## src/rtl/painterengine_gpu_raster_scanner_pkg.sv

```systemverilog
// painterengine_gpu_raster_scanner_pkg: shared state encoding and {y,x} point packing helpers
package painterengine_gpu_raster_scanner_pkg;

    typedef enum logic [1:0] {
        IDLE = 2'd0,
        BBOX = 2'd1,
        SCAN = 2'd2,
        DONE = 2'd3
    } scan_state_t;

    localparam int X_LSB = 0;
    localparam int Y_LSB = 16;
    localparam int COORD_W = 16;

    function automatic logic [31:0] pack_point(input logic [COORD_W-1:0] y, input logic [COORD_W-1:0] x);
        logic [31:0] p;
        p = '0;
        p[Y_LSB +: COORD_W] = y;
        p[X_LSB +: COORD_W] = x;
        return p;
    endfunction

    function automatic logic [COORD_W-1:0] point_x(input logic [31:0] p);
        return p[X_LSB +: COORD_W];
    endfunction

    function automatic logic [COORD_W-1:0] point_y(input logic [31:0] p);
        return p[Y_LSB +: COORD_W];
    endfunction

endpackage

```

## src/rtl/painterengine_gpu_raster_scanner_bbox_clip.sv

```systemverilog
// painterengine_gpu_bbox_clip: signed min/max of three vertices clipped to the screen rectangle
module painterengine_gpu_bbox_clip
    import painterengine_gpu_raster_scanner_pkg::*;
#(
    parameter int SCREEN_WIDTH = 640,
    parameter int SCREEN_HEIGHT = 480
) (
    input  logic [31:0]        point1,
    input  logic [31:0]        point2,
    input  logic [31:0]        point3,
    output logic [COORD_W-1:0] xmin,
    output logic [COORD_W-1:0] xmax,
    output logic [COORD_W-1:0] ymin,
    output logic [COORD_W-1:0] ymax,
    output logic               empty
);
    localparam logic signed [COORD_W-1:0] X_LIM = COORD_W'(SCREEN_WIDTH - 1);
    localparam logic signed [COORD_W-1:0] Y_LIM = COORD_W'(SCREEN_HEIGHT - 1);
    localparam logic signed [COORD_W-1:0] ZERO = '0;
    logic signed [COORD_W-1:0] x1, x2, x3, y1, y2, y3;
    logic signed [COORD_W-1:0] lo_x, hi_x, lo_y, hi_y, cx0, cx1, cy0, cy1;
    always_comb begin
        x1 = $signed(point_x(point1));
        x2 = $signed(point_x(point2));
        x3 = $signed(point_x(point3));
        y1 = $signed(point_y(point1));
        y2 = $signed(point_y(point2));
        y3 = $signed(point_y(point3));
        lo_x = x1 < x2 ? x1 : x2;
        lo_x = x3 < lo_x ? x3 : lo_x;
        hi_x = x1 > x2 ? x1 : x2;
        hi_x = x3 > hi_x ? x3 : hi_x;
        lo_y = y1 < y2 ? y1 : y2;
        lo_y = y3 < lo_y ? y3 : lo_y;
        hi_y = y1 > y2 ? y1 : y2;
        hi_y = y3 > hi_y ? y3 : hi_y;
        cx0 = lo_x < ZERO ? ZERO : lo_x;
        cx1 = hi_x > X_LIM ? X_LIM : hi_x;
        cy0 = lo_y < ZERO ? ZERO : lo_y;
        cy1 = hi_y > Y_LIM ? Y_LIM : hi_y;
        // a box entirely off one side clips to lo > hi, which marks it empty
        empty = (cx0 > cx1) || (cy0 > cy1);
        xmin = cx0;
        xmax = cx1;
        ymin = cy0;
        ymax = cy1;
    end
endmodule

```

## src/rtl/painterengine_gpu_raster_scanner.sv

```systemverilog
// painterengine_gpu_raster_scanner: accepts a triangle, clips its bounding box and
// issues every pixel of that box in row-major order, one test point per cycle.
module painterengine_gpu_raster_scanner
    import painterengine_gpu_raster_scanner_pkg::*;
#(
    parameter int SCREEN_WIDTH = 640,
    parameter int SCREEN_HEIGHT = 480
) (
    input  logic        i_wire_clock,
    input  logic        i_wire_reset,
    input  logic        i_wire_cmd_valid,
    output logic        o_wire_cmd_ready,
    input  logic [31:0] i_wire_point1,
    input  logic [31:0] i_wire_point2,
    input  logic [31:0] i_wire_point3,
    input  logic [31:0] i_wire_yes_color,
    input  logic [31:0] i_wire_no_color,
    input  logic        i_wire_out_ready,
    output logic        o_wire_valid,
    output logic [31:0] o_wire_test_point,
    output logic [31:0] o_wire_point1,
    output logic [31:0] o_wire_point2,
    output logic [31:0] o_wire_point3,
    output logic [31:0] o_wire_yes_color,
    output logic [31:0] o_wire_no_color,
    output logic        o_wire_done,
    output logic [31:0] o_wire_pixel_count
);
    scan_state_t state, state_next;
    logic [COORD_W-1:0] box_xmin, box_xmax, box_ymin, box_ymax;
    logic [COORD_W-1:0] xmin_r, xmax_r, ymin_r, ymax_r, cur_x, cur_y;
    logic box_empty, accept, fire, last;

    painterengine_gpu_bbox_clip #(
        .SCREEN_WIDTH (SCREEN_WIDTH),
        .SCREEN_HEIGHT(SCREEN_HEIGHT)
    ) u_bbox_clip (
        .point1(o_wire_point1),
        .point2(o_wire_point2),
        .point3(o_wire_point3),
        .xmin  (box_xmin),
        .xmax  (box_xmax),
        .ymin  (box_ymin),
        .ymax  (box_ymax),
        .empty (box_empty)
    );

    always_comb begin
        o_wire_cmd_ready = state == IDLE;
        o_wire_valid = state == SCAN;
        o_wire_done = state == DONE;
        o_wire_test_point = pack_point(cur_y, cur_x);
        accept = i_wire_cmd_valid && state == IDLE;
        fire = state == SCAN && i_wire_out_ready;
        last = cur_x == xmax_r && cur_y == ymax_r;
        state_next = state == IDLE ? (accept ? BBOX : IDLE)
                   : state == BBOX ? (box_empty ? DONE : SCAN)
                   : state == SCAN ? (fire && last ? DONE : SCAN)
                   : IDLE;
    end

    always_ff @(posedge i_wire_clock) begin
        if (i_wire_reset) state <= IDLE;
        else state <= state_next;
    end

    always_ff @(posedge i_wire_clock) begin
        if (i_wire_reset) begin
            o_wire_point1 <= '0;
            o_wire_point2 <= '0;
            o_wire_point3 <= '0;
            o_wire_yes_color <= '0;
            o_wire_no_color <= '0;
            o_wire_pixel_count <= '0;
            xmin_r <= '0;
            xmax_r <= '0;
            ymin_r <= '0;
            ymax_r <= '0;
            cur_x <= '0;
            cur_y <= '0;
        end else begin
            if (accept) begin
                o_wire_point1 <= i_wire_point1;
                o_wire_point2 <= i_wire_point2;
                o_wire_point3 <= i_wire_point3;
                o_wire_yes_color <= i_wire_yes_color;
                o_wire_no_color <= i_wire_no_color;
                o_wire_pixel_count <= '0;
            end
            if (state == BBOX) begin
                xmin_r <= box_xmin;
                xmax_r <= box_xmax;
                ymin_r <= box_ymin;
                ymax_r <= box_ymax;
                cur_x <= box_xmin;
                cur_y <= box_ymin;
            end
            // the last pixel leaves cur in place so test_point keeps showing it
            if (fire) begin
                o_wire_pixel_count <= o_wire_pixel_count + 32'd1;
                if (cur_x != xmax_r) cur_x <= cur_x + 1'b1;
                else if (cur_y != ymax_r) begin
                    cur_x <= xmin_r;
                    cur_y <= cur_y + 1'b1;
                end
            end
        end
    end
endmodule
```

## config.mk

```make
export PLATFORM = sky130hd
export DESIGN_NAME = painterengine_gpu_raster_scanner
export DESIGN_NICKNAME = d
export VERILOG_FILES = /design/src/rtl/painterengine_gpu_raster_scanner_pkg.sv /design/src/rtl/painterengine_gpu_raster_scanner_bbox_clip.sv /design/src/rtl/painterengine_gpu_raster_scanner.sv
export SDC_FILE = /design/constraint.sdc
export NUM_CORES = 1
export LEC_CHECK = 0
export BUFFER_PORTS_ARGS = -buffer_cell sky130_fd_sc_hd__buf_2
export CAP_MARGIN = 20
export CORE_MARGIN = 2
export CORE_UTILIZATION = 40
export DETAILED_ROUTE_END_ITERATION = 6
export PLACE_DENSITY_LB_ADDON = 0.25
export SYNTH_ARGS = -nofsm -noshare
export SYNTH_HDL_FRONTEND = slang
export SYNTH_HIERARCHICAL = 1
export SYNTH_SLANG_ARGS = --single-unit
```

## constraint.sdc

```tcl
create_clock -name i_wire_clock -period 18.75 [get_ports i_wire_clock]
set_input_delay 5.625 -clock i_wire_clock [delete_from_list [all_inputs] [get_ports i_wire_clock]]
set_output_delay 5.625 -clock i_wire_clock [all_outputs]
set_load 0.05 [all_outputs]
```

* Word-level counts from Yosys, hierarchy flattened
Index checks and enable logic that the tools add are counted.
** Cells by class
- Equality and inequality tests :: 7
- $add $sub $neg :: 3
- Magnitude comparators :: 14
- Reduce and logical (&&, ||, !) cells :: 7
- Mux-type cells :: 28
** Operator list (number)
- 2-to-1 mux 16 bit :: 20
- > comparator 16 bit :: 6
- less-than comparator 16 bit :: 4
- 2-to-1 mux 32 bit :: 2
- adder 16 x 1 -> 16 bit (second input constant) :: 2
- adder 32 x 1 -> 32 bit (second input constant) :: 1
- equality test 16 bit :: 2
- less-than comparator 16 x 1 -> 1 bit (second input constant) :: 2
- inequality test 16 bit :: 2
- > comparator 16 x 10 -> 1 bit (second input constant) :: 1
- > comparator 16 x 11 -> 1 bit (second input constant) :: 1
- 2-to-1 mux 2 bit :: 3
- equality test 2 bit (second input constant) :: 2
- logical AND 1 bit :: 4
- 2-to-1 mux 1 bit :: 3
- equality test 2 x 1 -> 1 bit (second input constant) :: 1
- zero test 2 bit :: 1
- nonzero test 2 bit :: 1
- logical OR 1 bit :: 1
** Storage, ports and cells
- Logic and storage cells :: 71
- Output and inout bits :: 227
- Register bits :: 274

* Depth between registers and ports, before layout
Gate-level depths: netlist of the first run.
- Depth in word-level cells :: 11
- Depth in mapped cells :: 34

* Hierarchy
The synthesis of the first run kept the hierarchy.
** By module, submodules not included
- painterengine_gpu_raster_scanner :: cells each 1373, area each 11308.3 um^2, times used 1, sequential area each 5485.3 um^2
- painterengine_gpu_bbox_clip :: cells each 789, area each 5467.7 um^2, times used 1, sequential area each 0.0 um^2

* Worst setup path before layout of the first run
Ideal clock, no wire load.
- Path type :: in2reg
- From :: input port i_wire_out_ready
- To :: register o_wire_pixel_count[25]
- Path slack :: 11.472 ns
- Stages :: 7
- Arrival time :: 7.213 ns
- Required time :: 18.685 ns
- Buffers on the path :: 1
- Path through :: nand2_1 -> nor3_2 -> or4b_1 -> clkbuf_2 -> nor3_1 -> mux2_2 -> nor2_1
** On the way
- Word-level cells in the longest chain between the ends :: 2
** RTL lines
- start, declared :: RTL line painterengine_gpu_raster_scanner.sv:18 : input logic i_wire_out_ready,
- logical AND 1 bit * :: RTL line painterengine_gpu_raster_scanner.sv:54 : fire = state == SCAN && i_wire_out_ready;
- 2-to-1 mux 32 bit or nonzero test 2 bit (tied branches)
- end signal, assigned :: RTL line painterengine_gpu_raster_scanner.sv:100 : o_wire_pixel_count <= o_wire_pixel_count + 32'd1;
- end, declared :: RTL line painterengine_gpu_raster_scanner.sv:27 : output logic [31:0] o_wire_pixel_count
Every way passes the cells marked *; elsewhere a longest branch is shown, timed or not.
A chain may end at the register's enable or synchronous reset.

* Final worst setup path of the first run
- From :: register o_wire_point2[15]
- To :: register state[0]
** On the way
- Word-level cells in the longest chain between the ends :: 11
** RTL lines
- start, declared :: RTL line painterengine_gpu_raster_scanner.sv:22 : output logic [31:0] o_wire_point2,
- start signal, assigned :: RTL line painterengine_gpu_raster_scanner.sv:84 : o_wire_point2 <= i_wire_point2;
- less-than comparator 16 bit or > comparator 16 bit (tied branches) :: RTL line painterengine_gpu_raster_scanner_bbox_clip.sv:29, painterengine_gpu_raster_scanner_bbox_clip.sv:31
- 2-to-1 mux 16 bit, on equally long branches :: RTL line painterengine_gpu_raster_scanner_bbox_clip.sv:29, painterengine_gpu_raster_scanner_bbox_clip.sv:31
- less-than comparator 16 bit or > comparator 16 bit (tied branches) :: RTL line painterengine_gpu_raster_scanner_bbox_clip.sv:30, painterengine_gpu_raster_scanner_bbox_clip.sv:32
- 2-to-1 mux 16 bit, on equally long branches :: RTL line painterengine_gpu_raster_scanner_bbox_clip.sv:30, painterengine_gpu_raster_scanner_bbox_clip.sv:32
- less-than comparator 16 x 1 -> 1 bit or > comparator 16 x 11 -> 1 bit (tied branches) :: RTL line painterengine_gpu_raster_scanner_bbox_clip.sv:37, painterengine_gpu_raster_scanner_bbox_clip.sv:38
- 2-to-1 mux 16 bit, on equally long branches :: RTL line painterengine_gpu_raster_scanner_bbox_clip.sv:37, painterengine_gpu_raster_scanner_bbox_clip.sv:38
- > comparator 16 bit * :: RTL line painterengine_gpu_raster_scanner_bbox_clip.sv:42 : empty = (cx0 > cx1) || (cy0 > cy1);
- logical OR 1 bit * :: RTL line painterengine_gpu_raster_scanner_bbox_clip.sv:42
- via box_empty :: RTL line painterengine_gpu_raster_scanner.sv:32 : logic box_empty, accept, fire, last;
- 2-to-1 mux 1 bit * :: RTL line painterengine_gpu_raster_scanner.sv:57 : : state == BBOX ? (box_empty ? DONE : SCAN)
- 2-to-1 mux 2 bit * :: RTL line painterengine_gpu_raster_scanner.sv:57
- 2-to-1 mux 2 bit * :: RTL line painterengine_gpu_raster_scanner.sv:56 : state_next = state == IDLE ? (accept ? BBOX : IDLE)
- end signal, assigned :: RTL line painterengine_gpu_raster_scanner.sv:64 : else state <= state_next;
- end, declared :: RTL line painterengine_gpu_raster_scanner.sv:29 : scan_state_t state, state_next;
The timed path passes the listed nets; every way through them passes the cells marked *.

==> results of run 1 <==
[through the flow]
stage / std cells / total power [W] / hold slack [ns] / area, µm² / utilization
final: 3046 / 0.00267 / 0.449 / 20300 / 0.487
after global routing: 3043 / 0.00284 / 0.472 / 20300 / 0.487
after CTS: 3041 / 0.00268 / 0.452 / 20200 / 0.486
after detailed placement: 2983 / 0.00197 / 0.443 / 19100 / 0.457
after global placement: 2983 / 0.00194 / 0.438 / 19100 / 0.457
after floorplan: 2163 / 0.00166 / 0.431 / 16800 / -
[final cells by class]
class / instances / share of cell area
antenna: 3 / 0.000370
clock inverter: 9 / 0.00949
sequential: 274 / 0.270
timing repair buffer: 408 / 0.105
clock buffer: 49 / 0.0486
multi-input combinational: 1689 / 0.519
tap: 539 / 0.0332
inverter: 75 / 0.0139
[cells in the final DEF (no fill, tap or decap), types with 20 or more instances in the layout]
cell type  instances
nand2_1          413
xor2_1            35
nor2b_1           42
mux2i_1          101
nand3_1           71
nor2_1           181
buf_2            389
dfxtp_1          274
and3_1            23
o21ai_0           44
nand2b_1          26
clkbuf_16         34
inv_1             73
a21oi_1          276
o311ai_0          20
nand4_1           33
ha_1             130
mux2_2            36
[per-layer routing]
layer  global-route usage  vias to the layer above  part of all wire  wire, µm
met3               0.0607                       97             0.070      3930
met2                0.393                      544              0.44     24500
met5                    0                        -            0.0016        91
li1                     -                     8237                 -         -
met4               0.0724                       14             0.027      1520
met1                0.343                     7908              0.47     26200
[kinds of logic (layout without fill, tap and decap cells)]
kind of cell / count (synthesis) / in the layout
other cells: 1 / 5
compound gates: 477 / 477
flops: 274 / 274
buf+inv: 200 / 541
mux: 139 / 139
xor+xnor: 46 / 46
fa+ha+maj: 131 / 131
simple gates: 894 / 894
[power groups by stage]
stage	sequential [W]	clock, W	combinational, W
3_3_place_gp	0.000723	0	0.00122
3_5_place_dp	0.000726	0	0.00124
5_1_grt	0.000722	0.000737	0.00138
4_1_cts	0.000713	0.000717	0.00125
2_1_floorplan	0.000836	0	0.000820
6_report	0.000714	0.000699	0.00126
[synth_stat cells, types with 7 or more instances]
library cell / count
a31oi_1: 16
a22oi_1: 9
nand4_1: 33
xor2_1: 36
o21ai_0: 44
buf_2: 9
nand2b_1: 26
a211oi_1: 12
ha_1: 131
nor3_1: 16
mux2_2: 36
mux2i_1: 101
nand3b_1: 11
or2_2: 10
nor2b_1: 42
o21a_1: 15
clkbuf_1: 103
o311ai_0: 20
a21oi_1: 276
or3_1: 7
and3_1: 23
nor4_1: 14
inv_1: 73
dfxtp_1: 274
xnor2_1: 9
a21o_1: 18
o211ai_1: 10
and2_1: 14
or4_1: 9
nand2_1: 414
nand3_1: 71
nor2_1: 181
[state kept, by name (all words and copies together) (netlist names)]
name                cells
o_wire_point2          32
cur_x                  16
ymax_r                 16
xmax_r                 16
o_wire_pixel_count     32
cur_y                  16
state                   2
xmin_r                 16
o_wire_point1          32
o_wire_no_color        32
o_wire_point3          32
o_wire_yes_color       32
[tightest hold or removal path: cells and delay by family (launching register included)]
family	cells	cell delay, ns
AO/OA/AOI/OAI	1	0.05
AND/OR/NAND/NOR	1	0.05
flip-flops	1	0.30
[final timing paths]
path                                                      start  cells after the start                         endpoint  slack, ns
worst min-delay path            o_wire_no_color[1]$_SDFFE_PP0P_                      2  o_wire_no_color[1]$_SDFFE_PP0P_       0.45
worst min register to register  o_wire_no_color[1]$_SDFFE_PP0P_                      2  o_wire_no_color[1]$_SDFFE_PP0P_       0.45
worst max-delay path             o_wire_point2[15]$_SDFFE_PP0P_                     31              state[0]$_SDFF_PP0_      10.43
worst max register to register   o_wire_point2[15]$_SDFFE_PP0P_                     31              state[0]$_SDFF_PP0_      10.43
==> results.py, run 1 <==
metrics = {
    "worst_setup_path": {
        "startpoint_type": "flop",
        "cpMaxStageDelayCell": "ha_1",
        "cp_slowest_stage_delay_ns": 0.64,
        "path_max_fanout": 24,
        "cp.arrival_ns": 8.74,
        "critPathRequiredTime_ns": 19.17,
        "worst-path-buf-inv": 2,
        "crit_type": "flop to flop",
        "endpoint_kind": "flop",
        "path_delay_family": "compound AO/OA/AOI/OAI gates",
    },
    "floorplan": {
        "die_h_um": 209,
        "die_area_um2": 43600,
        "fp.dieW_um": 209,
        "initial_core_util": 0.403,
        "num_rows": 75,
        "ioPinCount": 391,
        "coreArea_um2": 41700,
    },
    "timing": {
        "worst_slew_pin_slew_ns": 1.12,
        "setup_viol": 0,
        "hold_viol_final": 0,
        "rsz0062_at_grt": "no",
        "finalMaxSlewViolations": 0,
        "finalCritPeriodShare": 0.443,
        "fin_ws_ns": 10.43,
        "max_freq_mhz": 120,
        "fin_crit_ns": 8.32,
        "setup_tns_ns": 0,
        "relSlewSlack": 0.253,
        "fin_skew_ns": 0.0186,
    },
    "logic_synthesis": {
        "yosysTopAreaCell": "dfxtp_1",
        "synth.top_cells.by_area": "dfxtp_1, ha_1, nand2_1",
        "synth-edff-count": 0,
        "synth-simple-area-share": 0.245,
        "syn_avg_cell_area_um2": 7.76,
        "ys_seq_area_frac": 0.327,
        "synthDistinctLibCells": 83,
        "synth-main-ff-cell": "dfxtp_1",
        "netlist_area_um2": 16800,
        "ys_seq_elements": 274,
        "synth-xor-area-share": 0.0245,
        "synthArstFlopShare": 0,
        "synthMuxAreaShare": 0.0867,
        "synth_top_family_by_area": "simple AND/OR/NAND/NOR gates",
        "synth_compound_area_frac": 0.171,
        "synth_top_area_frac": 0.327,
        "syn_inst": 2162,
        "yosys_warnings": 6,
        "synth-adder-area-share": 0.0977,
    },
    "layout": {
        "synthToLayoutAreaGrowth_pct": 21.0,
        "multi_input_area_um2": 10500,
        "nets": 2777,
        "seqCellArea_um2": 5490,
        "n_fill_cell": 4175,
        "drive_above_1_share": 0.212,
    },
    "routing": {
        "post-route-drc-count": 0,
        "wl_um": 56300,
        "drt_pass1_iterations": 6,
        "wl_per_cell_um": 18.5,
        "vias": 16800,
        "viasPerCell": 5.52,
        "ant_nets": 0,
        "drtIter0Drc": 1258,
    },
    "grt": {
        "grt_first_pass_wirelength_um": 88500,
        "grt_util_all_layers": 0.251,
        "grt_max_degree": 169,
        "grt-ovfl-total": 0,
        "grt_pass1_vias": 15800,
        "antenna_found_initial": 11,
    },
    "power": {
        "power_density_nw_per_um2": 132,
        "sw_frac_of_total": 0.431,
        "ir_drop_uv": 69.6,
        "p_clk_frac": 0.262,
        "power_frac_comb": 0.471,
        "p_switching_w": 0.00115,
        "power_frac_seq": 0.267,
        "p_int_w": 0.00152,
        "p_leak_nw": 9.17,
    },
    "cts": {
        "cts-htree-levels": 2,
        "cts-root-buf": "clkbuf_16",
        "clk_latency_ns": 0.55,
        "cts_tree": "built",
        "holdBufCountCts": 0,
        "cts_setup_buffers": 0,
        "post_cts_resized": 0,
        "clkTransAtPathRegs_ns": 0.06,
        "cts_buffers": 34,
        "clockBufferDepth": 3,
        "cts.sinks": 274,
    },
    "place": {
        "dp_slack_ns": 10.43,
        "gp_congestion": 0.951,
        "dp_hpwl_um": 42000,
        "io_buffer_count": 390,
    },
    "hold_path": {
        "hold_path_class": "flop to flop",
    },
    "run_status": {
        "status": "completed",
    },
    "run": {
        "drv_cap": 0,
    },
}
No activity file was read; power rests on OpenSTA's default activity.
==> inputs of run 2 (changes only) <==
==> constraint.sdc (replaced) <==
create_clock -name i_wire_clock -period 8.2 [get_ports i_wire_clock]
set_input_delay 2.46 -clock i_wire_clock [delete_from_list [all_inputs] [get_ports i_wire_clock]]
set_output_delay 2.46 -clock i_wire_clock [all_outputs]
set_load 0.05 [all_outputs]
==> results.py, run 2 (same netlist as run 1, synthesis figures left out) <==
metrics = {
    "floorplan": {
        "num_rows": 75,
        "fp.dieW_um": 209,
        "coreArea_um2": 41700,
        "initial_core_util": 0.403,
        "die_area_um2": 43600,
        "ioPinCount": 391,
        "die_h_um": 209,
    },
    "worst_setup_path": {
        "critPathRequiredTime_ns": 8.58,
        "cp_slowest_stage_delay_ns": 0.65,
        "path_max_fanout": 20,
        "startpoint_type": "flop",
        "crit_type": "flop to flop",
        "rr_startpoint": "o_wire_point2[11]$_SDFFE_PP0P_",
        "crit_start": "o_wire_point2[11]$_SDFFE_PP0P_",
        "cpMaxStageDelayCell": "mux2i_4",
        "cp.arrival_ns": 8.12,
        "endpoint_kind": "flop",
    },
    "cts": {
        "cts-root-buf": "clkbuf_16",
        "post_cts_resized": 0,
        "clkTransAtPathRegs_ns": 0.06,
        "clockBufferDepth": 3,
        "cts_tree": "built",
        "holdBufCountCts": 0,
        "cts.sinks": 274,
        "cts_buffers": 34,
        "cts-htree-levels": 2,
        "clk_latency_ns": 0.54,
        "cts_setup_buffers": 0,
    },
    "run": {
        "drv_cap": 0,
    },
    "grt": {
        "grt-ovfl-total": 0,
        "antenna_found_initial": 6,
        "grt_util_all_layers": 0.253,
        "grt_max_degree": 152,
        "grt_pass1_vias": 16100,
        "grt_first_pass_wirelength_um": 88900,
    },
    "power": {
        "p_int_w": 0.00343,
        "sw_frac_of_total": 0.435,
        "p_switching_w": 0.00264,
        "p_clk_frac": 0.250,
        "power_frac_seq": 0.270,
        "ir_drop_uv": 190,
        "p_leak_nw": 9.16,
        "power_density_nw_per_um2": 300,
        "power_frac_comb": 0.480,
    },
    "timing": {
        "fin_crit_ns": 7.75,
        "max_freq_mhz": 129,
        "setup_tns_ns": 0,
        "relSlewSlack": 0.279,
        "hold_viol_final": 0,
        "setup_viol": 0,
        "rsz0062_at_grt": "no",
        "finalCritPeriodShare": 0.945,
        "worst_slew_pin_slew_ns": 1.07,
        "finalMaxSlewViolations": 0,
        "fin_skew_ns": 0.0179,
    },
    "hold_path": {
        "hp-start": "o_wire_yes_color[7]$_SDFFE_PP0P_",
        "hold_path_class": "flop to flop",
    },
    "layout": {
        "synthToLayoutAreaGrowth_pct": 20.7,
        "finalInstanceArea_um2": 20300,
        "fin_util": 0.486,
        "n_fill_cell": 4185,
        "most-common-layout-cells": "nand2_1, buf_2, a21oi_1",
        "layout_commonest_cell": "nand2_1",
        "nets": 2783,
        "drive_above_1_share": 0.216,
    },
    "routing": {
        "post-route-drc-count": 0,
        "ant_nets": 0,
        "vias": 16800,
        "viasPerCell": 5.52,
        "drt_pass1_iterations": 6,
        "wl_per_cell_um": 18.6,
        "drtIter0Drc": 1313,
        "wl_um": 56800,
    },
    "place": {
        "placed_cell_area_um2": 19100,
        "gp_congestion": 0.906,
        "dp_hpwl_um": 42600,
        "io_buffer_count": 390,
    },
    "run_status": {
        "status": "completed",
    },
}
run 2: cell type report:
class                           count  area [µm²]  share of cell area
Inverter                           75         283              0.0140
Clock buffer                       48         995              0.0491
Multi-Input combinational cell   1689       10500               0.521
Antenna cell                        3        7.51            0.000371
Timing Repair Buffer              414        2140               0.106
Tap cell                          539         674              0.0333
Sequential cell                   274        5490               0.271
Clock inverter                     12         125             0.00618
run 2: path summary, 6_finish.rpt:
check | end | slack (ns) | cells past startpoint
worst max-delay path | state[0]$_SDFF_PP0_ | 0.45 | 31
worst min register to register | o_wire_yes_color[7]$_SDFFE_PP0P_ | 0.45 | 2
worst min-delay path | o_wire_yes_color[7]$_SDFFE_PP0P_ | 0.45 | 2
worst max register to register | state[0]$_SDFF_PP0_ | 0.45 | 31
run 2: power by group through the flow:
stage / clock, W / combinational, W / sequential (W)
6_report: 0.00152 / 0.00291 / 0.00164
5_1_grt: 0.00161 / 0.00318 / 0.00166
4_1_cts: 0.00155 / 0.00288 / 0.00163
3_5_place_dp: 0 / 0.00287 / 0.00166
3_3_place_gp: 0 / 0.00281 / 0.00166
2_1_floorplan: 0 / 0.00188 / 0.00191
run 2: critical path: cells and delay by family (launching register included):
family	cells	cell delay, ns
flip-flops	1	0.42
AND/OR/NAND/NOR	7	1.32
buffers and inverters	2	0.41
multiplexers	2	1.04
AO/OA/AOI/OAI	17	3.53
adder cells (fa/ha/maj)	3	0.88
run 2: per-layer routing:
| metal | track usage | vias to the layer above | part of all wire |
|---|---|---|---|
| li1 | - | 8227 | - |
| met4 | 0.0978 | 6 | 0.034 |
| met3 | 0.0540 | 116 | 0.075 |
| met1 | 0.345 | 7891 | 0.46 |
| met5 | 0 | - | 0.00067 |
| met2 | 0.391 | 609 | 0.43 |
run 2: stage by stage:
step | worst slack (ns) | hold slack (ns) | std cells | power, W
2_1_floorplan | 0.967 | 0.431 | 2163 | 0.00379
3_3_place_gp | 0.784 | 0.438 | 2991 | 0.00447
3_5_place_dp | 0.554 | 0.444 | 2991 | 0.00453
4_1_cts | 0.529 | 0.451 | 3051 | 0.00607
5_1_grt | 0.0157 | 0.468 | 3053 | 0.00644
6_report | 0.452 | 0.450 | 3054 | 0.00607
==> inputs of run 3 (changes only) <==
--- a/config.mk
+++ b/config.mk
@@ -10,6 +10,7 @@
 export CORE_MARGIN = 2
 export CORE_UTILIZATION = 40
 export DETAILED_ROUTE_END_ITERATION = 6
+export GPL_TIMING_DRIVEN = 0
 export PLACE_DENSITY_LB_ADDON = 0.25
 export SYNTH_ARGS = -nofsm -noshare
 export SYNTH_HDL_FRONTEND = slang
==> results.py, run 3 (same netlist as run 1, synthesis figures left out) <==
metrics = {
    "timing": {
        "max_freq_mhz": 129,
        "finalMaxSlewViolations": 0,
        "setup_tns_ns": 0,
        "fin_skew_ns": 0.0203,
        "setup_viol": 0,
        "finalCritPeriodShare": 0.946,
        "hold_viol_final": 0,
        "fin_crit_ns": 7.76,
        "relSlewSlack": 0.299,
        "worst_slew_pin_slew_ns": 1.04,
    },
    "grt": {
        "grt_first_pass_wirelength_um": 94100,
        "grt_pass1_vias": 16800,
        "grt-ovfl-total": 0,
        "grt_max_degree": 13,
        "antenna_found_initial": 10,
        "grt_util_all_layers": 0.275,
    },
    "layout": {
        "nets": 2898,
        "layout_commonest_cell": "nand2_1",
        "drive_above_1_share": 0.213,
        "final_cells": 3168,
        "seqCellArea_um2": 5490,
        "n_fill_cell": 4175,
        "multi_input_area_um2": 10600,
        "synthToLayoutAreaGrowth_pct": 23.3,
        "most-common-layout-cells": "nand2_1, buf_2, a21oi_1",
    },
    "worst_setup_path": {
        "cp.arrival_ns": 8.17,
        "crit_type": "flop to flop",
        "critPathRequiredTime_ns": 8.61,
        "path_max_fanout": 10,
        "cp_slowest_stage_delay_ns": 0.43,
        "endpoint_kind": "flop",
        "startpoint_type": "flop",
        "cpMaxStageDelayCell": "dfxtp_1",
        "ff2ff_setup_slack_ns": 0.44,
    },
    "run": {
        "drv_cap": 0,
    },
    "floorplan": {
        "num_rows": 75,
        "initial_core_util": 0.403,
        "die_area_um2": 43600,
        "die_h_um": 209,
        "ioPinCount": 391,
        "fp.dieW_um": 209,
        "coreArea_um2": 41700,
    },
    "routing": {
        "wl_um": 62000,
        "drt_pass1_iterations": 5,
        "drtIter0Drc": 1226,
        "wl_per_cell_um": 19.6,
        "ant_nets": 0,
        "post-route-drc-count": 0,
        "vias": 17500,
        "viasPerCell": 5.52,
    },
    "place": {
        "place_inst": 3091,
        "dp_hpwl_um": 49200,
        "io_buffer_count": 389,
        "gp_congestion": 0.914,
    },
    "cts": {
        "cts-htree-levels": 2,
        "cts-root-buf": "clkbuf_16",
        "clkTransAtPathRegs_ns": 0.06,
        "cts.sinks": 274,
        "holdBufCountCts": 0,
        "clk_latency_ns": 0.55,
        "clockBufferDepth": 3,
        "cts_tree": "built",
        "cts_buffers": 34,
    },
    "power": {
        "ir_drop_uv": 175,
        "p_leak_nw": 9.29,
        "power_density_nw_per_um2": 299,
        "total_power_w": 0.00620,
    },
    "hold_path": {
        "hold_path_class": "flop to flop",
    },
    "run_status": {
        "status": "completed",
    },
}
[run 3: changes by cell type in the layout (fill, tap and decap cells not counted), moves of 3 or more]
cell      delta
buf_2        +9
clkbuf_8     -3
mux2i_1      -5
buf_4        -6
mux2i_2      +4
clkbuf_1    +98
buf_1        +5
clkbuf_2     +7
buf_6        +4
[run 3: worst paths after layout]
| path | cells after the start | to | from |
|---|---|---|---|
| setup / recovery | 35 | state[0]$_SDFF_PP0_ | o_wire_point2[31]$_SDFFE_PP0P_ |
| hold / removal | 2 | o_wire_yes_color[2]$_SDFFE_PP0P_ | o_wire_yes_color[2]$_SDFFE_PP0P_ |
| setup reg to reg | 35 | state[0]$_SDFF_PP0_ | o_wire_point2[31]$_SDFFE_PP0P_ |
| hold reg to reg | 2 | o_wire_yes_color[2]$_SDFFE_PP0P_ | o_wire_yes_color[2]$_SDFFE_PP0P_ |
[run 3: layout make-up]
type,count,share of cell area
buffer,125,0.0260
tap,539,0.0326
timing repair buffer,404,0.0995
antenna,4,0.000484
multi-input combinational,1689,0.513
clock inverter,10,0.00387
clock buffer,48,0.0461
inverter,75,0.0137
sequential,274,0.265
[run 3: power breakdown]
part           internal [W]  switching, W  leakage (nW)
Sequential          0.00147      0.000167          2.24
Combinational       0.00116       0.00197          6.54
Clock              0.000817      0.000618         0.511
Total               0.00344       0.00275          9.29
[run 3: layer usage]
metal / up-vias / share of wire / global-route usage
li1: 8460 / - / -
met1: 8183 / 0.44 / 0.355
met2: 703 / 0.45 / 0.446
met3: 135 / 0.074 / 0.0603
met4: 12 / 0.035 / 0.107
met5: - / 0.0011 / 0
[run 3: timing repair]
action,CTS,global route
setup buffers,0,15
cloned,0,0
gates resized for setup,7,35
pin swaps,0,4
endpoints found under the setup margin,1,1
[run 3: worst max-delay path, delay by kind of cell (launching register included)]
family	cells	cell delay, ns
AOI/OAI and AO/OA	14	2.82
and+or+nand+nor	10	1.52
buffers and inverters	6	1.20
adders and majority gates	3	0.86
muxes	2	0.75
DFF	1	0.43
[run 3: metrics by stage]
stage | hold WS [ns] | utilization | area (µm²) | setup slack [ns]
finish | 0.448 | 0.497 | 20700 | 0.445
global route | 0.471 | 0.496 | 20700 | -0.112
CTS | 0.452 | 0.491 | 20500 | 0.0771
detailed placement | 0.444 | 0.466 | 19400 | -0.442
global placement | 0.439 | 0.466 | 19400 | -0.412
floorplan | 0.431 | - | 16800 | 0.967
